===== src/rtl/game_pkg.sv =====
// Shared types, constants and helpers for the note-memory game.
// Used by the round sequencer and its testbench.
package game_pkg;

  localparam int NOTE_W    = 4;
  localparam int NUM_NOTES = 8;
  localparam int MIN_ROUND = 3;
  localparam int SONG_W    = NOTE_W * NUM_NOTES;
  localparam int IDX_W     = 3;
  localparam logic [NOTE_W-1:0] DONE_LED = 4'hF;

  typedef enum logic [2:0] {
    S_IDLE,
    S_PLAY_ON,
    S_PLAY_GAP,
    S_LISTEN,
    S_PAUSE,
    S_DONE
  } state_e;

  function automatic logic [NOTE_W-1:0] note_sel(
    input logic [SONG_W-1:0] song,
    input logic [IDX_W-1:0]  idx
  );
    return song[int'(idx) * NOTE_W +: NOTE_W];
  endfunction

  function automatic int max3(input int a, input int b, input int c);
    int m;
    m = (a > b) ? a : b;
    return (m > c) ? m : c;
  endfunction

endpackage


===== src/rtl/tick_prescaler.sv =====
// Free-running game-tick prescaler; one-cycle tick every TICK_DIV clocks.
// A clear restarts the period so timed states last whole periods.
module tick_prescaler #(
  parameter int TICK_DIV = 5_000_000
) (
  input  logic clk,
  input  logic reset,
  input  logic clear,
  output logic tick
);

  localparam int CW = (TICK_DIV > 1) ? $clog2(TICK_DIV) : 1;
  localparam logic [CW-1:0] LAST = CW'(TICK_DIV - 1);

  logic [CW-1:0] cnt_q, cnt_d;

  always_comb begin
    cnt_d = cnt_q + 1'b1;
    if (clear || cnt_q == LAST) cnt_d = '0;
  end

  always_ff @(posedge clk or negedge reset) begin
    if (!reset) cnt_q <= '0;
    else        cnt_q <= cnt_d;
  end

  assign tick = (cnt_q == LAST);

endmodule


===== src/rtl/round_sequencer.sv =====
// Game-flow controller: plays the first N notes of the song, checks the
// player's echo, and grows N from 3 to 8.
module round_sequencer
  import game_pkg::*;
#(
  parameter int TICK_DIV      = 5_000_000,
  parameter int NOTE_TICKS    = 2,
  parameter int GAP_TICKS     = 1,
  parameter int TIMEOUT_TICKS = 5
) (
  input  logic              clk,
  input  logic              reset,
  input  logic [SONG_W-1:0] song_in,
  input  logic              song_load,
  input  logic              start,
  input  logic              key_valid,
  input  logic [NOTE_W-1:0] key_code,
  output logic [NOTE_W-1:0] note_out,
  output logic [NOTE_W-1:0] led_out,
  output logic              busy,
  output logic [3:0]        round_len,
  output logic              miss,
  output logic              round_pass,
  output logic              game_done,
  output logic              tick
);

  localparam int TMAX = max3(NOTE_TICKS, GAP_TICKS, TIMEOUT_TICKS);
  localparam int TW   = $clog2(TMAX + 1);
  localparam logic [TW-1:0] T_NOTE = TW'(NOTE_TICKS - 1);
  localparam logic [TW-1:0] T_GAP  = TW'(GAP_TICKS - 1);
  localparam logic [TW-1:0] T_TOUT = TW'(TIMEOUT_TICKS - 1);
  localparam logic [3:0] LEN_MIN = 4'(MIN_ROUND);
  localparam logic [3:0] LEN_MAX = 4'(NUM_NOTES);

  state_e            state_q, state_d;
  logic [IDX_W-1:0]  play_q, play_d;
  logic [IDX_W-1:0]  key_q, key_d;
  logic [3:0]        len_q, len_d;
  logic [NOTE_W-1:0] last_q, last_d;
  logic [SONG_W-1:0] song_q, song_d;
  logic [TW-1:0]     tcnt_q, tcnt_d;
  logic              miss_q, miss_d;
  logic              pass_q, pass_d;
  logic              restart, clear;
  logic [3:0]        len_m1;
  logic [IDX_W-1:0]  last_idx;
  logic [NOTE_W-1:0] note_n, led_n;

  assign len_m1   = len_q - 4'd1;
  assign last_idx = len_m1[IDX_W-1:0];

  tick_prescaler #(
    .TICK_DIV(TICK_DIV)
  ) u_presc (
    .clk  (clk),
    .reset(reset),
    .clear(clear),
    .tick (tick)
  );

  always_comb begin
    state_d = state_q;
    play_d  = play_q;
    key_d   = key_q;
    len_d   = len_q;
    last_d  = last_q;
    song_d  = song_q;
    tcnt_d  = tcnt_q;
    miss_d  = 1'b0;
    pass_d  = 1'b0;
    restart = 1'b0;
    unique case (state_q)
      S_IDLE, S_DONE: begin
        tcnt_d = '0;
        if (song_load) song_d = song_in;
        if (start && song_q != '0) begin
          state_d = S_PLAY_ON;
          play_d  = '0;
          key_d   = '0;
          len_d   = LEN_MIN;
        end
      end
      S_PLAY_ON: begin
        if (tick) begin
          if (tcnt_q == T_NOTE) state_d = S_PLAY_GAP;
          else                  tcnt_d  = tcnt_q + 1'b1;
        end
      end
      S_PLAY_GAP: begin
        if (tick) begin
          if (tcnt_q != T_GAP) begin
            tcnt_d = tcnt_q + 1'b1;
          end else if (play_q == last_idx) begin
            state_d = S_LISTEN;
            key_d   = '0;
            last_d  = '0;
          end else begin
            state_d = S_PLAY_ON;
            play_d  = play_q + 1'b1;
          end
        end
      end
      S_LISTEN: begin
        // A key on the expiry tick wins over the timeout.
        if (key_valid) begin
          last_d = key_code;
          if (key_code != note_sel(song_q, key_q)) begin
            miss_d  = 1'b1;
            state_d = S_PAUSE;
          end else if (key_q != last_idx) begin
            key_d   = key_q + 1'b1;
            restart = 1'b1;
          end else begin
            pass_d = 1'b1;
            if (len_q == LEN_MAX) begin
              state_d = S_DONE;
            end else begin
              len_d   = len_q + 4'd1;
              state_d = S_PAUSE;
            end
          end
        end else if (tick) begin
          if (tcnt_q == T_TOUT) begin
            miss_d  = 1'b1;
            state_d = S_PAUSE;
          end else begin
            tcnt_d = tcnt_q + 1'b1;
          end
        end
      end
      S_PAUSE: begin
        if (tick) begin
          if (tcnt_q == T_GAP) begin
            state_d = S_PLAY_ON;
            play_d  = '0;
          end else begin
            tcnt_d = tcnt_q + 1'b1;
          end
        end
      end
      default: state_d = S_IDLE;
    endcase
    clear = restart || (state_d != state_q);
    if (clear) tcnt_d = '0;
  end

  always_ff @(posedge clk or negedge reset) begin
    if (!reset) begin
      state_q <= S_IDLE;
      play_q  <= '0;
      key_q   <= '0;
      len_q   <= LEN_MIN;
      last_q  <= '0;
      song_q  <= '0;
      tcnt_q  <= '0;
      miss_q  <= 1'b0;
      pass_q  <= 1'b0;
    end else begin
      state_q <= state_d;
      play_q  <= play_d;
      key_q   <= key_d;
      len_q   <= len_d;
      last_q  <= last_d;
      song_q  <= song_d;
      tcnt_q  <= tcnt_d;
      miss_q  <= miss_d;
      pass_q  <= pass_d;
    end
  end

  always_comb begin
    note_n = '0;
    led_n  = '0;
    unique case (state_q)
      S_PLAY_ON: begin
        note_n = note_sel(song_q, play_q);
        led_n  = note_n;
      end
      S_LISTEN: led_n = last_q;
      S_DONE:   led_n = DONE_LED;
      default:  ;
    endcase
  end

  // Outputs trail the state register by one cycle.
  always_ff @(posedge clk or negedge reset) begin
    if (!reset) begin
      note_out   <= '0;
      led_out    <= '0;
      busy       <= 1'b0;
      round_len  <= LEN_MIN;
      miss       <= 1'b0;
      round_pass <= 1'b0;
      game_done  <= 1'b0;
    end else begin
      note_out   <= note_n;
      led_out    <= led_n;
      busy       <= (state_q != S_IDLE) && (state_q != S_DONE);
      round_len  <= len_q;
      miss       <= miss_q;
      round_pass <= pass_q;
      game_done  <= (state_q == S_DONE);
    end
  end

endmodule

===== config.mk =====
export PLATFORM = sky130hd
export DESIGN_NAME = round_sequencer
export DESIGN_NICKNAME = d
export VERILOG_FILES = /design/src/rtl/game_pkg.sv /design/src/rtl/tick_prescaler.sv /design/src/rtl/round_sequencer.sv
export SDC_FILE = /design/constraint.sdc
export NUM_CORES = 1
export LEC_CHECK = 0
export ABC_AREA = 1
export BUFFER_PORTS_ARGS = -buffer_cell sky130_fd_sc_hd__buf_4
export CAP_MARGIN = 20
export CELL_PAD_IN_SITES_DETAIL_PLACEMENT = 0
export CELL_PAD_IN_SITES_GLOBAL_PLACEMENT = 1
export CORE_MARGIN = 2
export CORE_UTILIZATION = 40
export CTS_BUF_LIST = sky130_fd_sc_hd__clkbuf_16
export CTS_CLUSTER_SIZE = 24
export DETAILED_ROUTE_END_ITERATION = 12
export GPL_TIMING_DRIVEN = 0
export PLACE_DENSITY = 0.81
export SLEW_MARGIN = 20
export SYNTH_ARGS = -nofsm -noshare
export SYNTH_HDL_FRONTEND = slang
export SYNTH_SLANG_ARGS = --single-unit

===== constraint.sdc =====
create_clock -name clk -period 2.65 [get_ports clk]
set_clock_uncertainty 0.15 [all_clocks]
set_input_delay 0.1325 -clock clk [delete_from_list [all_inputs] [get_ports clk]]
set_output_delay 0.1325 -clock clk [all_outputs]
set_load 0.005 [all_outputs]

==> impl_summary.txt, run 1 <==
----------------------------------------------------
[Detailed routing]
  Routed length per placed instance ... 14.53 um
  Routed wire length on met2 ... 6806 um
  Aggregate routed wire length ... 14,110 um
  Routed wl met3 ... 562 um
  Via count of the routed design ... 4,880
  Drt first pass iters ... 4
  Routed met1 length ... 6469 um
  Highest signal layer in the routed design ... met4
  Violation count after the first detailed-route iteration ... 285
  Remaining routing DRC violations ... 0
  Average via count per standard cell ... 5.026
  Remaining antenna violation count ... 0

[Yosys]
  Synth Cell Area ... 5375 um^2
  Largest area contributor in the synthesized netlist ... sky130_fd_sc_hd__dfrtp_1
  Post-synthesis instance total ... 669
  Post-synth EDFFs ... 0
  Total of flip-flops plus latches after synthesis ... 93
  Dominant cells by area after synthesis ... sky130_fd_sc_hd__dfrtp_1, sky130_fd_sc_hd__nand2_1, sky130_fd_sc_hd__inv_1
  Register area share after synthesis ... 43.39%
  Async SR Flop Fraction ... 100.0%
  Nets in the synthesized netlist ... 719
  YS warnings ... 0
  Post-Syn Area per Cell ... 8.035 um^2
  Synth cell types ... 41
  Share of the synthesized area in the top cell type ... 41.43%
  Flip-flop cell with the highest count after synthesis ... sky130_fd_sc_hd__dfrtp_1

[Pwr]
  PD cells ... 693.6 nW/um^2
  Largest voltage drop on the vdd net ... 0.3324 mV
  Static Leak ... 0.003224 uW
  Power after layout ... 4838 uW

[Clocking]
  Maximum level of the CTS H-tree ... 3
  Buffer depth of the longest clock path ... 2
  Skew-Pair Late Insertion Delay ... 0.35 ns
  Master cell of the clock root buffer ... sky130_fd_sc_hd__clkbuf_16
  Clock buffer count from CTS ... 9
  Clock transition at path regs ... 0.07 ns
  Sinks on Clock Net ... 93
  TritonCTS clock tree ... yes

[STA]
  Number of max-slew violations in the final report ... 0
  Period minus WS final ... 2.633 ns
  Achievable Freq ... 0.3798 GHz
  Hold Fails Final Rpt ... 0
  Final clock period utilization by the worst path ... 99.36%
  RSZ-0062 raised after global routing ... true
  Slew headroom ... 41.03%
  Count of endpoints failing setup in the final report ... 0
  Slew at the pin with the worst max-slew slack ... 0.8846 ns

[Die]
  Starting Density ... 40.75%
  Area of the placeable core ... 13,190 um^2
  DIE WIDTH ... 119.9 um
  Row Count ... 42
  Count of pins on the block boundary ... 58
  Overall die area ... 14,380 um^2
  Die Y ... 119.9 um

[Final layout]
  End-of-flow core utilization ... 52.88%
  Seq. cell area ... 2332 um^2
  Fill count ... 1,216
  Fraction of final layout cells sized beyond drive strength 1 ... 21.38%
  Count of nets after finishing ... 840
  Final antenna diode count ... 0
  Syn-to-layout area delta ... 29.77%
  Area of the multi-input gates ... 2686 um^2

[Global routing]
  Total grt overflow ... 0
  Vias in the first global route ... 4,888
  First-pass GRT wire length ... 23,460 um
  Total global-route track usage ... 20.56%
  Largest net degree at the start of global routing ... 94
  Initial antenna violation count ... 0

[Worst setup path]
  WP data arrival ... 2.77 ns
  CP cell instances ... inv_4, ha_4, xnor2_1, a21oi_1, nand2_2, nand2_1, o21ai_2, nand3_1, nand2_1, nand3_2, nand2_1, nand2_1, nand2_1, inv_2, nand3_4, buf_12, buf_12, nor2_4
  Slowest cell on the critical path ... sky130_fd_sc_hd__dfstp_2
  CP max FO ... 5
  Type of destination of the critical path ... flip-flop
  Endpoint required time on the critical path ... 2.78 ns
  Critical path class ... flip-flop to flip-flop
  Cell repeated most along the worst path ... sky130_fd_sc_hd__nand2_1
  Crit start category ... flip-flop
  Bufs and invs on worst path ... 4
  Delay-heaviest family, CP ... simple AND/OR/NAND/NOR gates
  Crit-path max cell delay ... 0.55 ns

[Place]
  Placed wire-length estimate after detailed placement ... 10,000 um
  Number of buffer cells added on primary ports ... 57
  GP Congestion ... 0.8989

[Min path]
  Kind of path behind the tightest hold check ... input pin to flip-flop

[Run]
  Max-capacitance violation count ... 0

[Outcome]
  Outcome ... complete, no violations

----------------------------------------------------
## worst min-delay path, cell delays in order
cell	delay, ns
sky130_fd_sc_hd__buf_4	0.09
sky130_fd_sc_hd__nand2_1	0.11
sky130_fd_sc_hd__nand2_1	0.11
sky130_fd_sc_hd__nand3_1	0.08
## kinds of logic after synthesis
kind of cell / Yosys count / share of synthesized area (%)
and+or+nand+nor: 321 / 30.77
AOI/OAI and AO/OA: 115 / 11.55
buffers and inverters: 111 / 8.938
DFF: 93 / 43.39
xor gates and xnor gates: 20 / 3.259
adders and majority gates: 9 / 2.095
## registers in the layout, summed over array words and instances (netlist names)
name           flops
round_pass         1
tcnt_q             3
len_q              4
round_len          4
miss               1
miss_q             1
game_done          1
key_q              3
play_q             3
note_out           4
song_q            32
pass_q             1
state_q            3
u_presc.cnt_q     23
last_q             4
led_out            4
busy               1
## cells in the mapped netlist, types with 9 or more instances
library cell               number
sky130_fd_sc_hd__o21ai_0       34
sky130_fd_sc_hd__nor2_4        24
sky130_fd_sc_hd__nand2_1      118
sky130_fd_sc_hd__clkbuf_1      12
sky130_fd_sc_hd__nand2_2       10
sky130_fd_sc_hd__nor2_1        65
sky130_fd_sc_hd__inv_1         84
sky130_fd_sc_hd__dfrtp_1       89
sky130_fd_sc_hd__xor2_1        13
sky130_fd_sc_hd__a21oi_1       60
sky130_fd_sc_hd__nand4_1       18
sky130_fd_sc_hd__ha_1           9
sky130_fd_sc_hd__nand3_1       56
## cell type report
| cell class | count | area share, % |
|---|---|---|
| buffer | 20 | 1.973 |
| multi-input combinational | 465 | 38.51 |
| sequential | 93 | 33.44 |
| timing repair buffer | 110 | 14.19 |
| clock inverter | 7 | 0.5022 |
| inverter | 91 | 5.004 |
| tap | 176 | 3.157 |
| clock buffer | 9 | 3.229 |
## routing by layer
layer,up-vias,GRT usage [%]
li1,2424,-
met1,2333,27.03
met2,101,34.06
met3,22,3.184
met4,0,7.941
met5,-,0
## worst paths after layout
kind	slack, ns	start	endpoint	depth (start not counted)
max	0.02	len_q[0]$_DFFE_PN1P_	u_presc.cnt_q[5]$_DFF_PN0_	18
min	0.07	start	state_q[2]$_DFF_PN0_	4
max reg2reg	0.02	len_q[0]$_DFFE_PN1P_	u_presc.cnt_q[5]$_DFF_PN0_	18
min reg2reg	0.20	pass_q$_DFF_PN0_	round_pass$_DFF_PN0_	0
max in group asynchronous	1.45	reset	song_q[13]$_DFFE_PN0P_	2
min in group asynchronous	0.26	reset	note_out[0]$_DFF_PN0_	2
## metrics by stage
stage	cell area, um^2	hold slack (ns)	cells	TNS, ns	setup WS [ns]
2_1_floorplan	5375	-0.3131	669	0	0.1219
3_3_place_gp	6023	0.1908	902	-5.150	-0.2418
3_5_place_dp	6027	0.1434	902	-5.818	-0.2752
4_1_cts	6819	0.04627	964	-0.008090	-0.004401
5_1_grt	6975	0.1039	971	-1.354	-0.07904
6_report	6975	0.07202	971	0	0.01709
## cell usage in the layout, fill, tap and decap left out, types with 5 or more instances in the layout
| cell | Yosys | routed |
|---|---|---|
| sky130_fd_sc_hd__o211ai_1 | 7 | 7 |
| sky130_fd_sc_hd__buf_4 | 0 | 67 |
| sky130_fd_sc_hd__nand3_2 | 6 | 10 |
| sky130_fd_sc_hd__ha_1 | 9 | 6 |
| sky130_fd_sc_hd__o21ai_0 | 34 | 34 |
| sky130_fd_sc_hd__nand2_2 | 10 | 12 |
| sky130_fd_sc_hd__nand2_1 | 118 | 116 |
| sky130_fd_sc_hd__inv_1 | 84 | 84 |
| sky130_fd_sc_hd__clkbuf_16 | 0 | 9 |
| sky130_fd_sc_hd__clkbuf_1 | 12 | 12 |
| sky130_fd_sc_hd__nor3_1 | 7 | 5 |
| sky130_fd_sc_hd__nand3_1 | 56 | 52 |
| sky130_fd_sc_hd__nand4_1 | 18 | 18 |
| sky130_fd_sc_hd__dfrtp_1 | 89 | 89 |
| sky130_fd_sc_hd__a21oi_1 | 60 | 58 |
| sky130_fd_sc_hd__xor2_1 | 13 | 13 |
| sky130_fd_sc_hd__inv_2 | 4 | 5 |
| sky130_fd_sc_hd__dlygate4sd3_1 | 0 | 38 |
| sky130_fd_sc_hd__nor2_4 | 24 | 26 |
| sky130_fd_sc_hd__o31ai_1 | 6 | 6 |
| sky130_fd_sc_hd__xnor2_1 | 7 | 6 |
| sky130_fd_sc_hd__nor2_1 | 65 | 64 |
## what timing repair did
item / CTS / global route
hold buffers: 38 / 0
buffers inserted: 6 / 7
setup endpoints to repair: 29 / 27
resized for setup: 9 / 20
gates cloned: 2 / 0
endpoints found under the hold margin: 127 / 0
pin swaps: 3 / 11
## power breakdown
| group | total [uW] | switching [uW] | internal [uW] |
|---|---|---|---|
| Sequential | 1870 | 141 | 1730 |
| Clock | 1180 | 558 | 621 |
| Combinational | 1790 | 1020 | 770 |
| Total | 4840 | 1720 | 3120 |
(Power assumes the default switching activity.)
==> inputs of run 2 (changes only) <==
Settings changed: BUFFER_PORTS_ARGS -buffer_cell sky130_fd_sc_hd__buf_4 to default, DONT_BUFFER_PORTS from default to 1, PLACE_DENSITY 0.81 to 0.75.
==> run 2 against run 1 <==
Compared with the run above:
- flip-flop and latch count did not move
- total power grew 3.3%
- utilization fell by 1.7 points
- design area fell by 3.2%
- final cell count decreased by 4.9%
- non-clock buffer count decreased by 48
- critical path type unchanged
- register-to-register slack about the same
- via count down 2.8%
- count of clock-buffer cells in the layout did not move
- clock power rose by 13%
- critical path depth shrank 1
- highest routed layer unchanged
==> impl_summary.txt, run 2 (same netlist as run 1, synthesis figures left out) <==
----------------------------------------------------
[Detailed routing]
  Average via count per standard cell ... 5.138
  Routed length per placed instance ... 15.70 um
  Remaining routing DRC violations ... 0
  Aggregate routed wire length ... 14,490 um
  Drt first pass iters ... 5
  Via count of the routed design ... 4,742
  Remaining antenna violation count ... 0
  Violation count after the first detailed-route iteration ... 296

[Worst setup path]
  CP startpoint ... len_q[0]$_DFFE_PN1P_
  Crit-path max cell delay ... 0.56 ns
  CP max FO ... 6
  CP cell instances ... clkinv_4, ha_4, xnor2_4, xor2_2, nand2_2, o21ai_2, nand3_2, nand2_2, nand3_4, nand2_2, nand2_2, nand2_2, inv_2, nand3_4, buf_12, buf_12, nor2_4
  Cell repeated most along the worst path ... sky130_fd_sc_hd__nand2_2
  Critical path class ... flip-flop to flip-flop
  Endpoint required time on the critical path ... 2.73 ns
  WP data arrival ... 2.70 ns
  Slowest cell on the critical path ... sky130_fd_sc_hd__dfstp_2
  Crit start category ... flip-flop
  Type of destination of the critical path ... flip-flop
  Crit Reg-Reg Startpoint ... len_q[0]$_DFFE_PN1P_

[Final layout]
  Biggest registers after layout ... song_q: 32 flops, u_presc.cnt_q: 23 flops
  Fraction of final layout cells sized beyond drive strength 1 ... 18.74%
  Most flops, register ... song_q
  Fill count ... 1,254
  Most common cell after layout, fill and taps aside ... sky130_fd_sc_hd__nand2_1
  Final antenna diode count ... 0
  Count of nets after finishing ... 792
  Syn-to-layout area delta ... 25.63%
  Max reg flops ... 32
  Leading cell types in the layout, fill and taps excluded ... sky130_fd_sc_hd__nand2_1, sky130_fd_sc_hd__dfrtp_1, sky130_fd_sc_hd__inv_1

[STA]
  Hold Fails Final Rpt ... 0
  WHS ... 0.01546 ns
  RSZ-0062 raised after global routing ... true
  Final-layout setup total negative slack ... 0 ns
  Final clock period utilization by the worst path ... 98.93%
  Achievable Freq ... 0.3815 GHz
  Slew headroom ... 63.20%
  Number of max-slew violations in the final report ... 0
  Slew at the pin with the worst max-slew slack ... 0.5519 ns
  Count of endpoints failing setup in the final report ... 0
  Period minus WS final ... 2.622 ns

[Clocking]
  Skew-Pair Late Insertion Delay ... 0.35 ns
  Buffer depth of the longest clock path ... 2
  Master cell of the clock root buffer ... sky130_fd_sc_hd__clkbuf_16
  Clock buffer count from CTS ... 9
  Clock transition at path regs ... 0.06 ns
  TritonCTS clock tree ... yes
  Sinks on Clock Net ... 93
  Maximum level of the CTS H-tree ... 3

[Min path]
  Kind of path behind the tightest hold check ... input pin to flip-flop
  Startpoint of the worst hold path ... key_valid

[Place]
  Placed wire-length estimate after detailed placement ... 9993 um
  Number of buffer cells added on primary ports ... 0
  GP Congestion ... 0.8767

[Pwr]
  Static Leak ... 0.003022 uW
  Power after layout ... 4999 uW
  PD cells ... 740.3 nW/um^2
  Largest voltage drop on the vdd net ... 0.4130 mV

[Global routing]
  Initial antenna violation count ... 0
  Total grt overflow ... 0
  First-pass GRT wire length ... 23,460 um
  Largest net degree at the start of global routing ... 94
  Total global-route track usage ... 20.80%
  Vias in the first global route ... 4,629

[Die]
  Die Y ... 119.9 um
  Count of pins on the block boundary ... 58
  DIE WIDTH ... 119.9 um
  Area of the placeable core ... 13,190 um^2
  Row Count ... 42
  Overall die area ... 14,380 um^2
  Starting Density ... 40.75%

[Run]
  Max-capacitance violation count ... 0

[Outcome]
  Outcome ... complete, no violations

----------------------------------------------------
[run 2: cell count changes in the layout (fill, tap and decap cells not counted), sizes merged]
cell | previous run | this run
clkinvlp | 2 | 1
dlygate4sd3 | 38 | 41
buf | 80 | 28
clkbuf | 21 | 22
clkinv | 5 | 6
inv | 91 | 90
bufinv | 0 | 1
[run 2: critical path, delay by kind of cell (launching register included)]
kind            cells  cell delay, ns
compound gates      1            0.17
xor+xnor            2            0.33
fa+ha+maj           1            0.18
buf+inv             4            0.38
flops               1            0.56
simple gates        9            0.71
[run 2: through the flow]
stage	setup slack (ns)	instances	area, um^2	utilization (%)
floorplan	0.1219	669	5375	-
global placement	-0.2300	845	5595	42.42
detailed placement	-0.2458	845	5595	42.42
CTS	-0.009179	911	6479	49.12
global route	-0.1275	923	6753	51.20
finish	0.02844	923	6753	51.20
[run 2: per-layer routing]
metal	vias up	part of all wire (%)	GRT usage (%)	wire length [um]
met5	-	0	0	0
met4	0	1.7	6.544	243
met3	18	4.0	4.705	582
met2	101	49	34.87	7117
met1	2293	45	26.66	6548
li1	2330	-	-	-
[run 2: repair_timing]
action	4_1_cts	5_1_grt
hold buffers	42	0
setup buffers	6	12
hold endpoints to repair	134	0
pin swaps	2	18
gates cloned	2	1
resized for setup	7	42
endpoints found under the setup margin	28	33
[run 2: power breakdown]
part / internal, uW / leakage (uW) / switching (uW) / total (uW)
logic: 742 / 0.00174 / 1040 / 1780
registers: 1730 / 0.00114 / 164 / 1890
clock network: 737 / 0.000146 / 591 / 1330
[run 2: final timing paths]
path                            depth (start not counted)  slack, ns                     endpoint
worst max register to register                         17       0.03  u_presc.cnt_q[16]$_DFF_PN0_
min in group asynchronous                               2       0.21       song_q[17]$_DFFE_PN0P_
worst min-delay path                                    4       0.02         len_q[3]$_DFFE_PN0P_
max in group asynchronous                               2       1.73       round_len[0]$_DFF_PN1_
worst min register to register                          0       0.19         round_pass$_DFF_PN0_
worst max-delay path                                   17       0.03  u_presc.cnt_q[16]$_DFF_PN0_
[run 2: area by class of cell]
cell class / instances / area [um^2] / share of cell area [%]
buffer: 19 / 117.6 / 1.742
clock inverter: 7 / 73.82 / 1.093
inverter: 91 / 356.6 / 5.281
timing repair buffer: 63 / 681.9 / 10.10
multi-input combinational: 465 / 2744 / 40.63
clock buffer: 9 / 225.2 / 3.335
sequential: 93 / 2333 / 34.56
tap: 176 / 220.2 / 3.261
